<file path="src/rtl/match_grid_led.sv">
// match_grid_led: LED-grid controller for the card-matching game (ROWS x COLS cards).
// Latency: LEDs are registered one cycle behind state and inputs; FSM outputs are registered.
// Backpressure: pair_ready is held until match_valid; selects outside IDLE/ONE_UP are dropped.
//
// Ports:
//   clock, reset        rising-edge clock, synchronous active-high reset
//   cursor, select      card index under the cursor (row-major) and pick strobe
//   clear_found         new-game strobe; clears found mask, count and picks
//   match_valid/is_match compare result from the upstream card-compare logic
//   LEDs                registered LED drive, bit i = card i
//   card1_idx/card2_idx first and second pick
//   pair_ready, busy    pair awaiting compare / FSM in WAIT_CMP or REVEAL
//   found_count, all_found  number of found cards / every card found
//
// Optional build macro MATCH_GRID_LED_BLINK_EN: when defined, the cursor LED term
// blinks with a phase that toggles every tick; otherwise the cursor LED is steady.

module match_grid_led #(
   parameter int ROWS         = 6,
   parameter int COLS         = 6,
   parameter int TICK_DIV     = 25000000,
   parameter int REVEAL_TICKS = 2,
   localparam int N           = ROWS * COLS,
   localparam int IDX_W       = (N > 1) ? $clog2(N) : 1
) (
   input  logic             clock,
   input  logic             reset,
   input  logic [IDX_W-1:0] cursor,
   input  logic             select,
   input  logic             clear_found,
   input  logic             match_valid,
   input  logic             is_match,
   output logic [N-1:0]     LEDs,
   output logic [IDX_W-1:0] card1_idx,
   output logic [IDX_W-1:0] card2_idx,
   output logic             pair_ready,
   output logic             busy,
   output logic [IDX_W:0]   found_count,
   output logic             all_found
);

   localparam int PS_W = (TICK_DIV > 1) ? $clog2(TICK_DIV) : 1;
   localparam int TC_W = (REVEAL_TICKS > 1) ? $clog2(REVEAL_TICKS) : 1;
   localparam logic [PS_W-1:0]  PS_MAX = PS_W'(TICK_DIV - 1);
   localparam logic [TC_W-1:0]  TC_MAX = TC_W'(REVEAL_TICKS - 1);
   localparam logic [IDX_W:0]   N_CNT  = (IDX_W + 1)'(N);
   localparam logic [IDX_W:0]   TWO    = (IDX_W + 1)'(2);

   typedef enum logic [1:0] {IDLE, ONE_UP, WAIT_CMP, REVEAL} state_t;

   state_t           state;
   logic [N-1:0]     found;
   logic [PS_W-1:0]  prescaler;
   logic [TC_W-1:0]  tick_cnt;

   logic             tick;
   logic             in_range;
   logic             cursor_found;
   logic             pick_ok;
   logic             show1;
   logic             show2;
   logic             cursor_phase;
   logic [N-1:0]     led_next;

`ifdef MATCH_GRID_LED_BLINK_EN
   logic blink;
   assign cursor_phase = blink;
`else
   assign cursor_phase = 1'b1;
`endif

   assign tick = (prescaler == PS_MAX);

   always_comb begin
      // Widen by one bit so an out-of-range index is detectable even when N is a power of two.
      in_range     = ({1'b0, cursor} < N_CNT);
      cursor_found = 1'b0;
      for (int i = 0; i < N; i++) begin
         if (cursor == IDX_W'(i)) cursor_found = found[i];
      end

      pick_ok = select && in_range && !cursor_found &&
                ((state == IDLE) || ((state == ONE_UP) && (cursor != card1_idx)));

      show1 = (state != IDLE);
      show2 = (state == WAIT_CMP) || (state == REVEAL);

      led_next = '0;
      for (int i = 0; i < N; i++) begin
         led_next[i] = found[i]
                     | (in_range && (cursor == IDX_W'(i)) && cursor_phase)
                     | (show1 && (card1_idx == IDX_W'(i)))
                     | (show2 && (card2_idx == IDX_W'(i)));
      end
   end

   always_ff @(posedge clock) begin
      if (reset) begin
         state       <= IDLE;
         found       <= '0;
         card1_idx   <= '0;
         card2_idx   <= '0;
         pair_ready  <= 1'b0;
         busy        <= 1'b0;
         found_count <= '0;
         all_found   <= 1'b0;
         LEDs        <= '0;
         prescaler   <= '0;
         tick_cnt    <= '0;
`ifdef MATCH_GRID_LED_BLINK_EN
         blink       <= 1'b1;
`endif
      end else begin
         LEDs <= led_next;

         // Free-running prescaler, re-phased on REVEAL entry so the reveal lasts
         // exactly REVEAL_TICKS*TICK_DIV cycles.
         if (!clear_found && (state == WAIT_CMP) && match_valid && !is_match)
            prescaler <= '0;
         else if (tick)
            prescaler <= '0;
         else
            prescaler <= prescaler + 1'b1;

`ifdef MATCH_GRID_LED_BLINK_EN
         if (tick) blink <= ~blink;
`endif

         if (clear_found) begin
            state       <= IDLE;
            found       <= '0;
            found_count <= '0;
            all_found   <= 1'b0;
            card1_idx   <= '0;
            card2_idx   <= '0;
            pair_ready  <= 1'b0;
            busy        <= 1'b0;
            tick_cnt    <= '0;
         end else begin
            case (state)
               IDLE: begin
                  if (pick_ok) begin
                     card1_idx <= cursor;
                     state     <= ONE_UP;
                  end
               end
               ONE_UP: begin
                  if (pick_ok) begin
                     card2_idx  <= cursor;
                     pair_ready <= 1'b1;
                     busy       <= 1'b1;
                     state      <= WAIT_CMP;
                  end
               end
               WAIT_CMP: begin
                  if (match_valid) begin
                     pair_ready <= 1'b0;
                     if (is_match) begin
                        for (int i = 0; i < N; i++) begin
                           if ((card1_idx == IDX_W'(i)) || (card2_idx == IDX_W'(i)))
                              found[i] <= 1'b1;
                        end
                        found_count <= found_count + TWO;
                        all_found   <= ((found_count + TWO) == N_CNT);
                        busy        <= 1'b0;
                        state       <= IDLE;
                     end else begin
                        tick_cnt <= '0;
                        state    <= REVEAL;
                     end
                  end
               end
               REVEAL: begin
                  if (tick) begin
                     if (tick_cnt == TC_MAX) begin
                        tick_cnt <= '0;
                        busy     <= 1'b0;
                        state    <= IDLE;
                     end else begin
                        tick_cnt <= tick_cnt + 1'b1;
                     end
                  end
               end
               default: state <= IDLE;
            endcase
         end
      end
   end

endmodule

</file>
<file path="config.mk">
export PLATFORM = sky130hd
export DESIGN_NAME = match_grid_led
export DESIGN_NICKNAME = d
export VERILOG_FILES = /design/src/rtl/match_grid_led.sv
export SDC_FILE = /design/constraint.sdc
export NUM_CORES = 1
export LEC_CHECK = 0
export ABC_CLOCK_PERIOD_IN_PS = 2700
export CAP_MARGIN = 20
export CORE_MARGIN = 1
export CORE_UTILIZATION = 55
export CTS_BUF_LIST = sky130_fd_sc_hd__clkbuf_16
export DETAILED_ROUTE_END_ITERATION = 12
export PLACE_DENSITY = 0.86
export SYNTH_ARGS = -nofsm -noshare
export SYNTH_HDL_FRONTEND = slang
export SYNTH_SLANG_ARGS = --single-unit
</file>
<file path="constraint.sdc">
create_clock -name clock -period 2.7 [get_ports clock]
set_input_delay 0.27 -clock clock [delete_from_list [all_inputs] [get_ports clock]]
set_output_delay 0.27 -clock clock [all_outputs]
set_load 0.02 [all_outputs]
</file>
# Word-level counts from Yosys, hierarchy flattened
# Index checks and enable logic that the tools add are counted.
dict set report totals {
  register_bits 122
  input_bits 12
  out_inout_bits 58
  wordCells 541
}
dict set report classes {
  add_sub_neg 3
  order_cmp 1
  eq_ne 118
  muxes 56
  bitwise_logic 108
  n_reduce_logical 209
}
# cell count
set op_table {}
lappend op_table {{$eq A6 B5 Y1 const B} 48}
lappend op_table {{$reduce_and A4 Y1} 37}
lappend op_table {{$eq A6 B4 Y1 const B} 24}
lappend op_table {{$logic_and A1 B1 Y1} 115}
lappend op_table {{$or A1 B1 Y1} 108}
lappend op_table {{$eq A6 B3 Y1 const B} 12}
lappend op_table {{$eq A6 B6 Y1 const B} 12}
lappend op_table {{$mux W1} 46}
lappend op_table {{$logic_or A1 B1 Y1} 38}
lappend op_table {{$eq A6 B2 Y1 const B} 6}
lappend op_table {{$add A25 B1 Y25 const B} 1}
lappend op_table {{$eq A25 B25 Y1 const B} 1}
lappend op_table {{$eq A6 B1 Y1 const B} 3}
lappend op_table {{$logic_not A6 Y1} 3}
lappend op_table {{$ne A2 B2 Y1 const B} 7}
lappend op_table {{$mux W2} 6}
lappend op_table {{$pmux W2 S4} 1}
lappend op_table {{$add A7 B2 Y7 const B} 1}
lappend op_table {{$eq A7 B6 Y1 const B} 1}
lappend op_table {{$lt A6 B6 Y1 const B} 1}
lappend op_table {{$ne A6 B6 Y1} 1}
lappend op_table {{$reduce_and A3 Y1} 2}
lappend op_table {{$reduce_and A6 Y1} 1}
lappend op_table {{$reduce_bool A2 Y1} 3}
lappend op_table {{other kinds (12)} 17}

# Logic depth before layout (Yosys ltp)
# Gate-level depths: netlist (run 1).
dict set report logic_depth {
  ltp_word 42
  mapped_depth 10
  depth_no_buf 7
}

# Worst setup path after synthesis (run 1)
# No wires, ideal clock.
dict set report synth_timing {
  kind {input -> register}
  from {input cursor[1]}
  to {register card2_idx[0]}
  setup_ns 0.131
  t_arrival_ns 1.840
  required_time_ns 2.569
  setup_slack_ns 0.730
  stages 9
  n_path_buf 3
  cell_sequence {buf_2 > buf_4 > mux2i_1 > a21oi_1 > o41ai_1 > nand4_1 > o22ai_4 > buf_4 > o211ai_1}
}
dict set report synth_between {
  elab_chain_len 41
  word_cells_on_any_way 81
  cone_classes {order compare (1); eq/ne (36); mux (36); reduce/logical (8)}
}
# item line_no
set synth_lines {}
lappend synth_lines {{start: declaration} 28} ;# input logic [IDX_W-1:0] cursor,
lappend synth_lines {{$logic_not A6 Y1} 79} ;# if (cursor == IDX_W'(i)) cursor_found = found[i];
lappend synth_lines {{$mux W1 (36 in series)} 79}
lappend synth_lines {{$logic_not A1 Y1} 82} ;# pick_ok = select && in_range && !cursor_found &&
lappend synth_lines {{$logic_and A1 B1 Y1} 82}
lappend synth_lines {{$logic_and A1 B1 Y1 *} 82}
lappend synth_lines {{$reduce_and A2 Y1 (no source line) *} n/a}
lappend synth_lines {{end signal: assignment} 149} ;# card2_idx <= cursor;
lappend synth_lines {{end: declaration} 35} ;# output logic [IDX_W-1:0] card2_idx,
# Mark *: on every way between the ends. The rest lies on a longest branch, timed or not.
# A chain may end at the register's enable or synchronous reset.

# Final worst setup path (run 1)
dict set report layout_timing {
  from {input cursor[0]}
  to {register state[0]}
}
dict set report layout_between {
  elab_chain_len 42
  word_cells_on_any_way 83
  cone_classes {order compare (1); eq/ne (38); mux (36); reduce/logical (8)}
}
# item line_no
set layout_lines {}
lappend layout_lines {{$logic_not A6 Y1} 79}
lappend layout_lines {{$mux W1 (36 in series)} 79}
lappend layout_lines {{$logic_not A1 Y1} 82}
lappend layout_lines {{$logic_and A1 B1 Y1} 82}
lappend layout_lines {{$logic_and A1 B1 Y1 *} 82}
lappend layout_lines {{$ne A2 B2 Y1 (no source line)} n/a}
lappend layout_lines {{$reduce_and A5 Y1 (no source line) *} n/a}
lappend layout_lines {{end signal: assignment} 99} ;# state <= IDLE;
lappend layout_lines {{end signal: assignment} 130} ;# state <= IDLE;
lappend layout_lines {{end signal: assignment} 144} ;# state <= ONE_UP;
lappend layout_lines {{end: declaration} 51} ;# state_t state;
# Marked as above.

==> summary.txt, run 1 <==
Job
  – Max cap viols: 0

Worst setup path
  – Crit. Startpoint: cursor[0]
  – Crit path max-delay family: buffers and inverters
  – Buf+Inv Stages, Crit Path: 3
  – CP Class: input port to flop
  – Reg-to-reg setup timing slack: about 0.47 ns
  – R2r endpoint: prescaler[7]
  – Worst EP required: roughly 3 ns
  – Critical Path Most Common Cell: buf_12
  – Critical path startpoint category: input port
  – CP endpoint kind: flop
  – CP Max Fanout: 23
  – Crit path cell chain: clkdlybuf4s50_1 > buf_12 > nor2b_1 > o2bb2ai_1 > a22oi_1 > a211oi_2 > o22ai_4 > buf_12 > nor2_4 > mux2i_1
  – Arr. time, crit path: 2.65 ns
  – Slowest cell on the critical path: clkdlybuf4s50_1
  – R2r startpoint: prescaler[0]
  – R2R cell count: 5
  – Largest stage delay, worst path: 0.51 ns

Yosys
  – Sequential share of the synthesized area: 0.3875
  – Mean post-synth cell area: approximately 8 um2
  – EDFF count, synth: 0
  – Synth Flop Type: dfxtp_1
  – Synth top area share: 0.3875
  – Flops & latches, synth: ~120
  – Ys async rst share: 0
  – Post-Syn Nets: just under 800
  – Top cells by area, synth: dfxtp_1 (39%), nor2_1 (7.7%), o22ai_1 (5.8%)
  – Synth unique cells: 65
  – Mapped Cells: approximately 770
  – Yosys top cell by area: dfxtp_1
  – Syn Std Cell Area: 6251 um2
  – Syn. warnings: 0

Timing
  – Setup TNS: 0 ns
  – Slew HR: 0.4712
  – FMAX: around 430 MHz
  – RSZ-0062 raised after global routing: no
  – Period minus WS final: approximately 2.3 ns
  – Slew Viols, Final: 0
  – Hold Fails Final Rpt: 0
  – Final Skew: between 0.005 and 0.006 ns
  – Slew @ Worst Pin: around 0.79 ns
  – Final period util: 0.8548
  – Final setup fails: 0

Global route
  – First-pass GRT wire length: between 30 and 40 mm
  – Met1 Resource Use GR: 0.4156
  – Top Usage Layer GRT: met2
  – Grt total ovfl: 0
  – Largest net degree at the start of global routing: 39
  – Vias in the first global route: between 6000 and 7000
  – Total GRT Usage: 0.3351
  – Initial antenna violation count: 0
  – Global routing usage on met2: 0.5339
  – Global Route met3 Usage: 0.07830

Detailed routing
  – WL final: 18.81 mm
  – DRC violations left: 0
  – DRT antenna net count: 0
  – Drt first-iter violations: ~720
  – Wire length per cell: 19.31 um
  – Vias per cell: between 6 and 7
  – Vias: about 6300
  – First-pass iteration count of the detailed router: 6

Pwr
  – Pwr Density: around 570 nW/um2
  – VDD IR max: roughly 0.00064 V
  – Lkg Pwr: 2.630 nW

CTS
  – CTS max path bufs: 2
  – Setup bufs post-CTS: 0
  – Hold Buf Count CTS: 0
  – Clk pin slew, worst setup/hold paths: around 0.050 ns
  – CTS Sinks: 121
  – CTS Root Cell: clkbuf_16
  – CTS resizes: 0
  – TritonCTS buffer count: 17
  – Depth of the CTS H-tree: 4
  – Worst skew pair latency: ~0.42 ns
  – CTS tree: yes

Finish
  – Register area: about 2400 um2
  – Final Util: 0.7007
  – Area delta synth->final: 22.58%
  – FILL cells: 845
  – # diodes: 0
  – Final net count: 837
  – Share of layout cells above drive strength 1: 0.09472
  – Multi-input logic area: roughly 3500 um2

Floorplan
  – Die Y: between 100 and 150 um
  – Die area: 11800 um2
  – Die W: between 100 and 150 um
  – Initial cell density of the core: 0.5716
  – Core Box Area: 10940 um2
  – I/O Pins: 70
  – Cell Rows: 38

Min path
  – Worst hold path type: flop to flop
  – HP Start: prescaler[0]
  – Hold Path Depth: 1
  – Hold Crit Endpoint: prescaler[0]

Placed design
  – Post-DP HPWL: 12.93 mm
  – Port bufs: 68
  – Final RePlAce weighted congestion: 0.9776

Run status
  – Outcome: complete, no violations
[metrics by stage]
step	total power, mW	cell area [um2]	cells	hold WS [ns]	setup slack [ns]
6_report	4.332	7662	974	0.4831	0.3919
5_1_grt	4.453	7662	974	0.5041	0.2762
4_1_cts	4.343	7662	974	0.4897	0.4554
3_5_place_dp	2.173	7096	943	0.4759	0.03441
3_3_place_gp	2.168	7096	943	0.4541	0.04451
2_1_floorplan	2.059	6251	766	0.4378	0.7295
[cells by family after synthesis]
family | after synthesis | share of synthesized area
AOI/OAI and AO/OA | 205 | 0.2208
DFF | 121 | 0.3875
and+or+nand+nor | 317 | 0.2580
xor gates and xnor gates | 37 | 0.05184
other | 1 | 0.0005999
buffers and inverters | 71 | 0.05284
adders and majority gates | 3 | 0.006005
muxes | 11 | 0.02242
[worst max-delay path by stage]
stage	to	depth (start not counted)	slack, ns
4_1_cts	card1_idx[1]	10	0.46
5_1_grt	prescaler[10]	5	0.28
2_1_floorplan	card2_idx[0]	9	0.73
6_report	state[0]	10	0.39
3_3_place_gp	card1_idx[5]	10	0.04
3_5_place_dp	state[0]	10	0.03
[state kept, by name, indices dropped and copies added (netlist names), 2 cells and up]
name	cells
card1_idx	6
LEDs	36
card2_idx	6
state	2
prescaler	25
found_count	6
found	36
[Yosys cell counts, types with 2 or more instances]
master,instances
xnor2_1,16
xor2_1,21
and4bb_4,2
a31oi_1,2
or3_1,5
o22ai_1,58
a221oi_1,36
buf_4,7
or3b_1,2
dfxtp_1,121
buf_6,4
nor2b_1,12
and4_1,2
a21oi_1,44
nand3b_1,4
o2bb2a_1,2
o21ai_0,24
a211oi_1,2
nor3_1,7
a32o_1,4
nand3_1,28
a22oi_1,2
o21ai_1,3
nor4b_1,2
and3_1,11
o211ai_1,11
mux2i_1,8
ha_1,3
or2_2,7
buf_2,6
o2bb2ai_1,2
a211oi_2,2
a21boi_0,2
nor4b_4,4
and4b_1,2
inv_1,9
nor4_1,2
clkbuf_1,44
nand2_1,62
nand4_1,16
nand2b_1,13
o21a_1,2
nor2_1,128
[per-layer routing]
layer,vias to the layer above,share of wire
met5,-,0
met4,0,0.045
met3,90,0.097
met2,438,0.46
met1,2869,0.40
li1,2895,-
[power breakdown]
part | internal [mW] | leakage, nW | switching, mW
clock network | 1.41 | 0.291 | 0.771
registers | 1.80 | 0.976 | 0.0185
logic | 0.123 | 1.36 | 0.204
total | 3.34 | 2.63 | 0.994
[cells in the final DEF, fill, tap and decap left out, drive strengths merged, types with 16 or more instances in the layout]
master / n
nor2: 129
dfxtp: 121
clkdlybuf4s50: 68
nand2: 62
o22ai: 59
a21oi: 44
a221oi: 36
buf: 31
nand3: 28
o21ai: 27
xor2: 21
clkbuf: 17
nand4: 16
xnor2: 16
[layout make-up]
cell class	count	share of cell area
multi-input cells	574	0.4569
flip-flops and latches	121	0.3161
repair buffers	99	0.1257
clock buffers	17	0.05552
well taps	140	0.02286
clock inverters	14	0.01845
inverters	9	0.004409
No activity file was read; power rests on OpenSTA's default activity.
==> run 2, diff against run 1 <==
- ABC_CLOCK_PERIOD_IN_PS: 2700 -> 2400
- GPL_TIMING_DRIVEN: unset -> 0
- clock period: 2.7 -> 2.4 ns (I/O delays scaled with it)
==> run 2 against run 1 <==
- sequential share of layout area down 0.65 points
- utilization up 1.5 points
- first-iteration DRC count down 7.8%
- critical path depth unchanged
- clock power up 16%
- global-route usage up 3.9 points
- register-to-register slack worse by 0.29 ns
- power up 15%
- critical path type unchanged
- non-clock buffer count up 37
- wire length up 13%
==> summary.txt, run 2 (synthesized netlist as in run 1, its figures left out) <==
Run status
  – Outcome: complete, no violations

Floorplan
  – I/O Pins: 70 (unchanged)
  – Initial cell density of the core: 0.5716 (unchanged)
  – Cell Rows: 38 (unchanged)
  – Core Box Area: 10940 um2 (unchanged)
  – Die W: 108.6 um (unchanged)
  – Die Y: 108.6 um (unchanged)
  – Die area: 11800 um2 (unchanged)

Detailed routing
  – First-pass iteration count of the detailed router: 6 (unchanged)
  – Vias per cell: 6.426 (-0.53%)
  – Drt first-iter violations: 659 (-7.8%)
  – DRT met1 WL: 8.829 mm (+17%)
  – WL final: 21.23 mm (+13%)
  – Vias: 6503 (+3.4%)
  – Met2 WL post-DR: 9.519 mm (+11%)
  – Wire length per cell: 20.98 um (+8.6%)
  – Met3 WL: 1.922 mm (+5.3%)
  – DRT antenna net count: 0 (unchanged)
  – DRC violations left: 0 (unchanged)
  – Top Metal Used: met4

Worst setup path
  – Slowest cell on the critical path: clkdlybuf4s50_1
  – Critical path startpoint category: input port
  – Crit. Startpoint: cursor[1]
  – CP Class: input port to flop
  – R2R cell count: 6 (+1)
  – CP endpoint kind: flop
  – R2r startpoint: state[0]
  – Reg-to-reg setup timing slack: 0.18 ns (-0.29 ns)
  – Largest stage delay, worst path: 0.44 ns (-0.07 ns)
  – Critical Path Most Common Cell: nand4_1
  – Crit path cell chain: clkdlybuf4s50_1 > nor2b_1 > clkbuf_1 > a22o_1 > a21boi_0 > nand4_1 > o22ai_4 > buf_2 > nand4_1 > o211ai_1
  – Worst EP required: 2.75 ns (-0.30 ns)
  – CP Max Fanout: 10 (-57%)
  – R2r endpoint: LEDs[31]
  – Arr. time, crit path: 2.69 ns (+0.04 ns)

Finish
  – Final net count: 874 (+4.4%)
  – Layout Cells excl Fill: 1012 (+3.9%)
  – Most common cell after layout, fill and taps aside: nor2_1
  – Post-route cell area: 7824 um2 (+2.1%)
  – Most frequent cells in the layout: nor2_1 (126), dfxtp_1 (121), clkdlybuf4s50_1 (63)
  – Area delta synth->final: 25.16%
  – # diodes: 0 (unchanged)
  – Biggest regs: LEDs (36), found (36), prescaler (25)
  – Share of layout cells above drive strength 1: 0.09862 (+0.003900)
  – Final Util: 0.7154 (+0.01476)

Placed design
  – Final RePlAce weighted congestion: 0.9951 (+1.8%)
  – Placed insts: 973 (+3.2%)
  – Post-DP HPWL: 15.12 mm (+17%)
  – Placed cell areas: 7097 um2 (about the same)
  – Port bufs: 67 (-1.5%)

Min path
  – Hold Path Depth: 4 (+3)
  – HP Start: cursor[2]
  – Worst hold path type: input port to flop
  – Hold Crit Endpoint: card2_idx[2]

Timing
  – Slew HR: 0.4973 (+0.02616)
  – RSZ-0062 raised after global routing: yes
  – Slew Viols, Final: 0 (unchanged)
  – Final setup fails: 0 (unchanged)
  – FMAX: between 400 and 500 MHz
  – Final Skew: 0.006720 ns (+0.0008846 ns)
  – Final period util: 0.9763
  – Period minus WS final: roughly 2.3 ns
  – Hold Fails Final Rpt: 0 (unchanged)
  – Slew @ Worst Pin: 0.7540 ns (-0.03924 ns)

CTS
  – CTS Sinks: 121 (unchanged)
  – Clk pin slew, worst setup/hold paths: 0.05 ns (about the same)
  – Depth of the CTS H-tree: 4 (unchanged)
  – Worst skew pair latency: 0.43 ns (about the same)
  – CTS max path bufs: 2 (unchanged)
  – CTS Root Cell: clkbuf_16
  – CTS tree: yes
  – TritonCTS buffer count: 17 (unchanged)

Global route
  – Grt total ovfl: 0 (unchanged)
  – First-pass GRT wire length: 32.58 mm (+8.0%)
  – Initial antenna violation count: 0 (unchanged)
  – Vias in the first global route: 6100 (+0.21%)
  – Total GRT Usage: 0.3741 (+0.03902)
  – Largest net degree at the start of global routing: 17 (-56%)

Pwr
  – VDD IR max: 0.0006024 V (-6.3%)
  – Lkg Pwr: 2.676 nW (+1.7%)
  – Pwr Density: 637.4 nW/um2 (+13%)
  – Design Power: 4.987 mW (+15%)

Job
  – Max cap viols: 0 (unchanged)
run 2: cell types whose count changed in the layout (fill, tap and decap cells not counted), sizes merged:
| cell | previous run | this run |
|---|---|---|
| buf | 31 | 25 |
| clkinvlp | 1 | 4 |
| dlymetal6s2s | 0 | 4 |
| inv | 12 | 10 |
| clkdlybuf4s50 | 68 | 63 |
| clkbuf | 17 | 61 |
run 2: repair_timing:
action	4_1_cts	5_1_grt
pin swaps	3	2
setup buffers	4	3
hold buffers	0	0
setup endpoints to repair	16	30
gates cloned	0	1
resized for setup	10	21
run 2: metal layers:
layer	up-vias	GRT usage
met4	0	0.2201
met2	384	0.5732
met1	3062	0.4789
met3	76	0.08846
li1	2981	-
met5	-	0
run 2: power by group:
group	switching [mW]	internal [mW]	total, mW	leakage [nW]
registers	0.0137	2.02	2.04	0.976
clock network	0.931	1.61	2.54	0.281
logic	0.268	0.142	0.410	1.42
run 2: per-stage QoR:
step	hold slack [ns]	setup TNS [ns]	worst slack, ns
4_1_cts	0.3937	0	0.01961
5_1_grt	0.4253	-0.1367	-0.03559
3_3_place_gp	0.4514	-11.35	-0.7449
6_report	0.4043	0	0.05685
3_5_place_dp	0.4765	-11.55	-0.7665
2_1_floorplan	0.4378	0	0.4595
run 2: worst max path at each step:
stage                         to  slack (ns)  depth (start not counted)
finish              card2_idx[4]        0.06                         10
global route        card1_idx[2]       -0.04                         12
CTS                 card2_idx[0]        0.02                         11
detailed placement  card2_idx[0]       -0.77                         10
global placement    card2_idx[3]       -0.74                         10
floorplan           card2_idx[0]        0.46                          9
run 2: cell type report:
cell class | instances | area [um2]
plain buffers | 61 | 327.8
clock buffers | 17 | 425.4
clock inverters | 15 | 160.2
fillers | 887 | 3112
inverters | 9 | 33.78
multi-input cells | 574 | 3541
flip-flops and latches | 121 | 2422
well taps | 140 | 175.2
repair buffers | 75 | 738.2
run 2: worst max-delay path, delay by kind of cell:
kind                   cells  cell delay, ns
and+or+nand+nor            3            0.44
AOI/OAI and AO/OA          4            0.98
buffers and inverters      3            1.01
==> run 3, diff against run 2 <==
- CELL_PAD_IN_SITES_DETAIL_PLACEMENT: unset -> 1
- CELL_PAD_IN_SITES_GLOBAL_PLACEMENT: unset -> 1
- CORE_UTILIZATION: 55 -> 42
- PLACE_DENSITY: 0.86 -> 0.88
==> run 3 against run 2 <==
- setup slack better by 0.068 ns
- design area increased by 0.93%
- count of clock-buffer cells in the layout unchanged
- maximum frequency rose by 3.0%
- via count about the same
- critical path depth is 4 lower
- utilization fell by 17 points
- clock skew is 0.0018 ns higher
- clock power rose by 2%
- non-clock buffer count rose by 1
- critical endpoint is now found[14]
==> summary.txt, run 3 (synthesized netlist as in run 1, its figures left out) <==
Pwr
  – VDD IR max: 0.0005245 V (-13%)
  – Pwr Density: 640.0 nW/um2 (+0.42%)
  – Lkg Pwr: 2.702 nW (+0.96%)
  – Design Power: 5.054 mW (+1.3%)

Finish
  – Most frequent cells in the layout: nor2_1 (126), dfxtp_1 (121), nand2_1 (62), clkdlybuf4s50_1 (62), o22ai_1 (58)
  – Share of layout cells above drive strength 1: 0.1008 (+0.002178)
  – Final Util: 0.5433 (-0.1721)
  – Biggest regs: LEDs (36), found (36), prescaler (25)
  – Most common cell after layout, fill and taps aside: nor2_1
  – Area delta synth->final: 26.32%
  – # diodes: 0 (unchanged)
  – Final net count: 875 (+0.11%)

Timing
  – Hold Fails Final Rpt: 0 (unchanged)
  – FMAX: 439.6 MHz (+3.0%)
  – Setup TNS: 0 ns (unchanged)
  – Final setup fails: 0 (unchanged)
  – Slew Viols, Final: 0 (unchanged)
  – Final Skew: 0.008534 ns (+0.001814 ns)
  – Slew HR: 0.4823 (-0.01497)
  – Hold Slack: 0.4023 ns (-0.001926 ns)
  – RSZ-0062 raised after global routing: yes
  – Final period util: 0.9478 (-0.02851)
  – Period minus WS final: 2.275 ns (-0.06842 ns)
  – Slew @ Worst Pin: 0.7765 ns (+0.02246 ns)

Detailed routing
  – First-pass iteration count of the detailed router: 6 (unchanged)
  – Top Metal Used: met4
  – DRT antenna net count: 0 (unchanged)
  – Met3 WL: 1.624 mm (-16%)
  – Vias per cell: 6.149 (-4.3%)
  – DRT met1 WL: 9.933 mm (+13%)
  – WL final: 23.45 mm (+10%)
  – Met2 WL post-DR: 10.88 mm (+14%)
  – Vias: 6500 (-0.046%)
  – Wire length per cell: 22.19 um (+5.8%)
  – DRC violations left: 0 (unchanged)
  – Drt first-iter violations: 661 (+0.30%)

Global route
  – Initial antenna violation count: 0 (unchanged)
  – Largest net degree at the start of global routing: 17 (unchanged)
  – Vias in the first global route: 6499 (+6.5%)
  – Grt total ovfl: 0 (unchanged)
  – Total GRT Usage: 0.3112 (-0.06294)
  – First-pass GRT wire length: 35.52 mm (+9.0%)

CTS
  – Worst skew pair latency: 0.43 ns (about the same)
  – CTS Root Cell: clkbuf_16
  – Clk pin slew, worst setup/hold paths: 0.06 ns (about the same)
  – TritonCTS buffer count: 17 (unchanged)
  – CTS Sinks: 121 (unchanged)
  – CTS tree: yes
  – Hold Buf Count CTS: 0 (unchanged)
  – CTS max path bufs: 2 (unchanged)
  – Depth of the CTS H-tree: 4 (unchanged)

Placed design
  – Post-DP HPWL: 15.77 mm (+4.3%)
  – Port bufs: 67 (unchanged)
  – Final RePlAce weighted congestion: 0.9953 (about the same)

Worst setup path
  – Worst EP required: 2.76 ns (about the same)
  – Arr. time, crit path: 2.63 ns (-0.06 ns)
  – Critical path startpoint category: flop
  – CP Class: flop to flop
  – CP Max Fanout: 10 (unchanged)
  – CP endpoint kind: flop

Run status
  – Outcome: complete, no violations

Floorplan
  – Die W: 124.0 um (+14%)
  – Core Box Area: 14530 um2 (+33%)
  – Initial cell density of the core: 0.4301 (-0.1415)
  – Die Y: 124.0 um (+14%)
  – I/O Pins: 70 (unchanged)
  – Cell Rows: 44 (+16%)
  – Die area: 15370 um2 (+30%)

Min path
  – Worst hold path type: input port to flop

Job
  – Max cap viols: 0 (unchanged)
[run 3: changes by cell type in the layout (fill, tap and decap cells not counted), sizes merged]
cell,delta
buf,+3
clkbuf,-2
clkdlybuf4s50,-1
clkinvlp,-1
dlymetal6s2s,+1
inv,+1
[run 3: area by class of cell]
| type | count | area [um2] |
|---|---|---|
| sequential | 121 | 2422 |
| clock buffer | 17 | 425.4 |
| inverter | 9 | 33.78 |
| buffer | 60 | 329.1 |
| fill | 1772 | 6638 |
| timing repair buffer | 77 | 762.0 |
| multi-input combinational | 574 | 3532 |
| tap | 184 | 230.2 |
| clock inverter | 15 | 161.4 |
[run 3: path summary, 6_finish.rpt]
kind	slack (ns)	cells after the start	endpoint	start
worst max-delay path	0.13	6	found[14]	state[0]
worst min-delay path	0.40	4	card1_idx[2]	cursor[2]
worst max register to register	0.13	6	found[14]	state[0]
worst min register to register	0.47	2	pair_ready	pair_ready
[run 3: per-stage QoR]
stage	cells	area, um2	setup slack (ns)
2_1_floorplan	766	6251	0.4595
3_3_place_gp	1017	7152	-0.7854
3_5_place_dp	1017	7152	-0.8713
4_1_cts	1053	7819	0.005458
5_1_grt	1057	7896	0.01618
6_report	1057	7896	0.1253
[run 3: report_power, final]
group	total [mW]	leakage, nW	internal [mW]	switching, mW
Clock	2.60	0.288	1.61	0.985
Combinational	0.420	1.44	0.145	0.275
Sequential	2.04	0.976	2.02	0.0146
[run 3: repair_timing]
action,in CTS,in global routing
cloned,0,1
pin swaps,2,6
gates resized for setup,13,20
setup endpoints to repair,17,29
setup buffers,4,5
[run 3: per-layer routing]
| layer | GRT usage | vias to the layer above |
|---|---|---|
| li1 | - | 2973 |
| met1 | 0.3927 | 3139 |
| met2 | 0.5021 | 298 |
| met3 | 0.06044 | 90 |
| met4 | 0.1622 | 0 |
| met5 | 0 | - |
[run 3: critical path, stage by stage, from the launching register on]
cell	delay [ns]
dfxtp_1	0.30
clkbuf_1	0.21
nand3b_1	0.34
nor2_2	0.51
clkbuf_1	0.49
a21oi_1	0.18
nor2_1	0.16
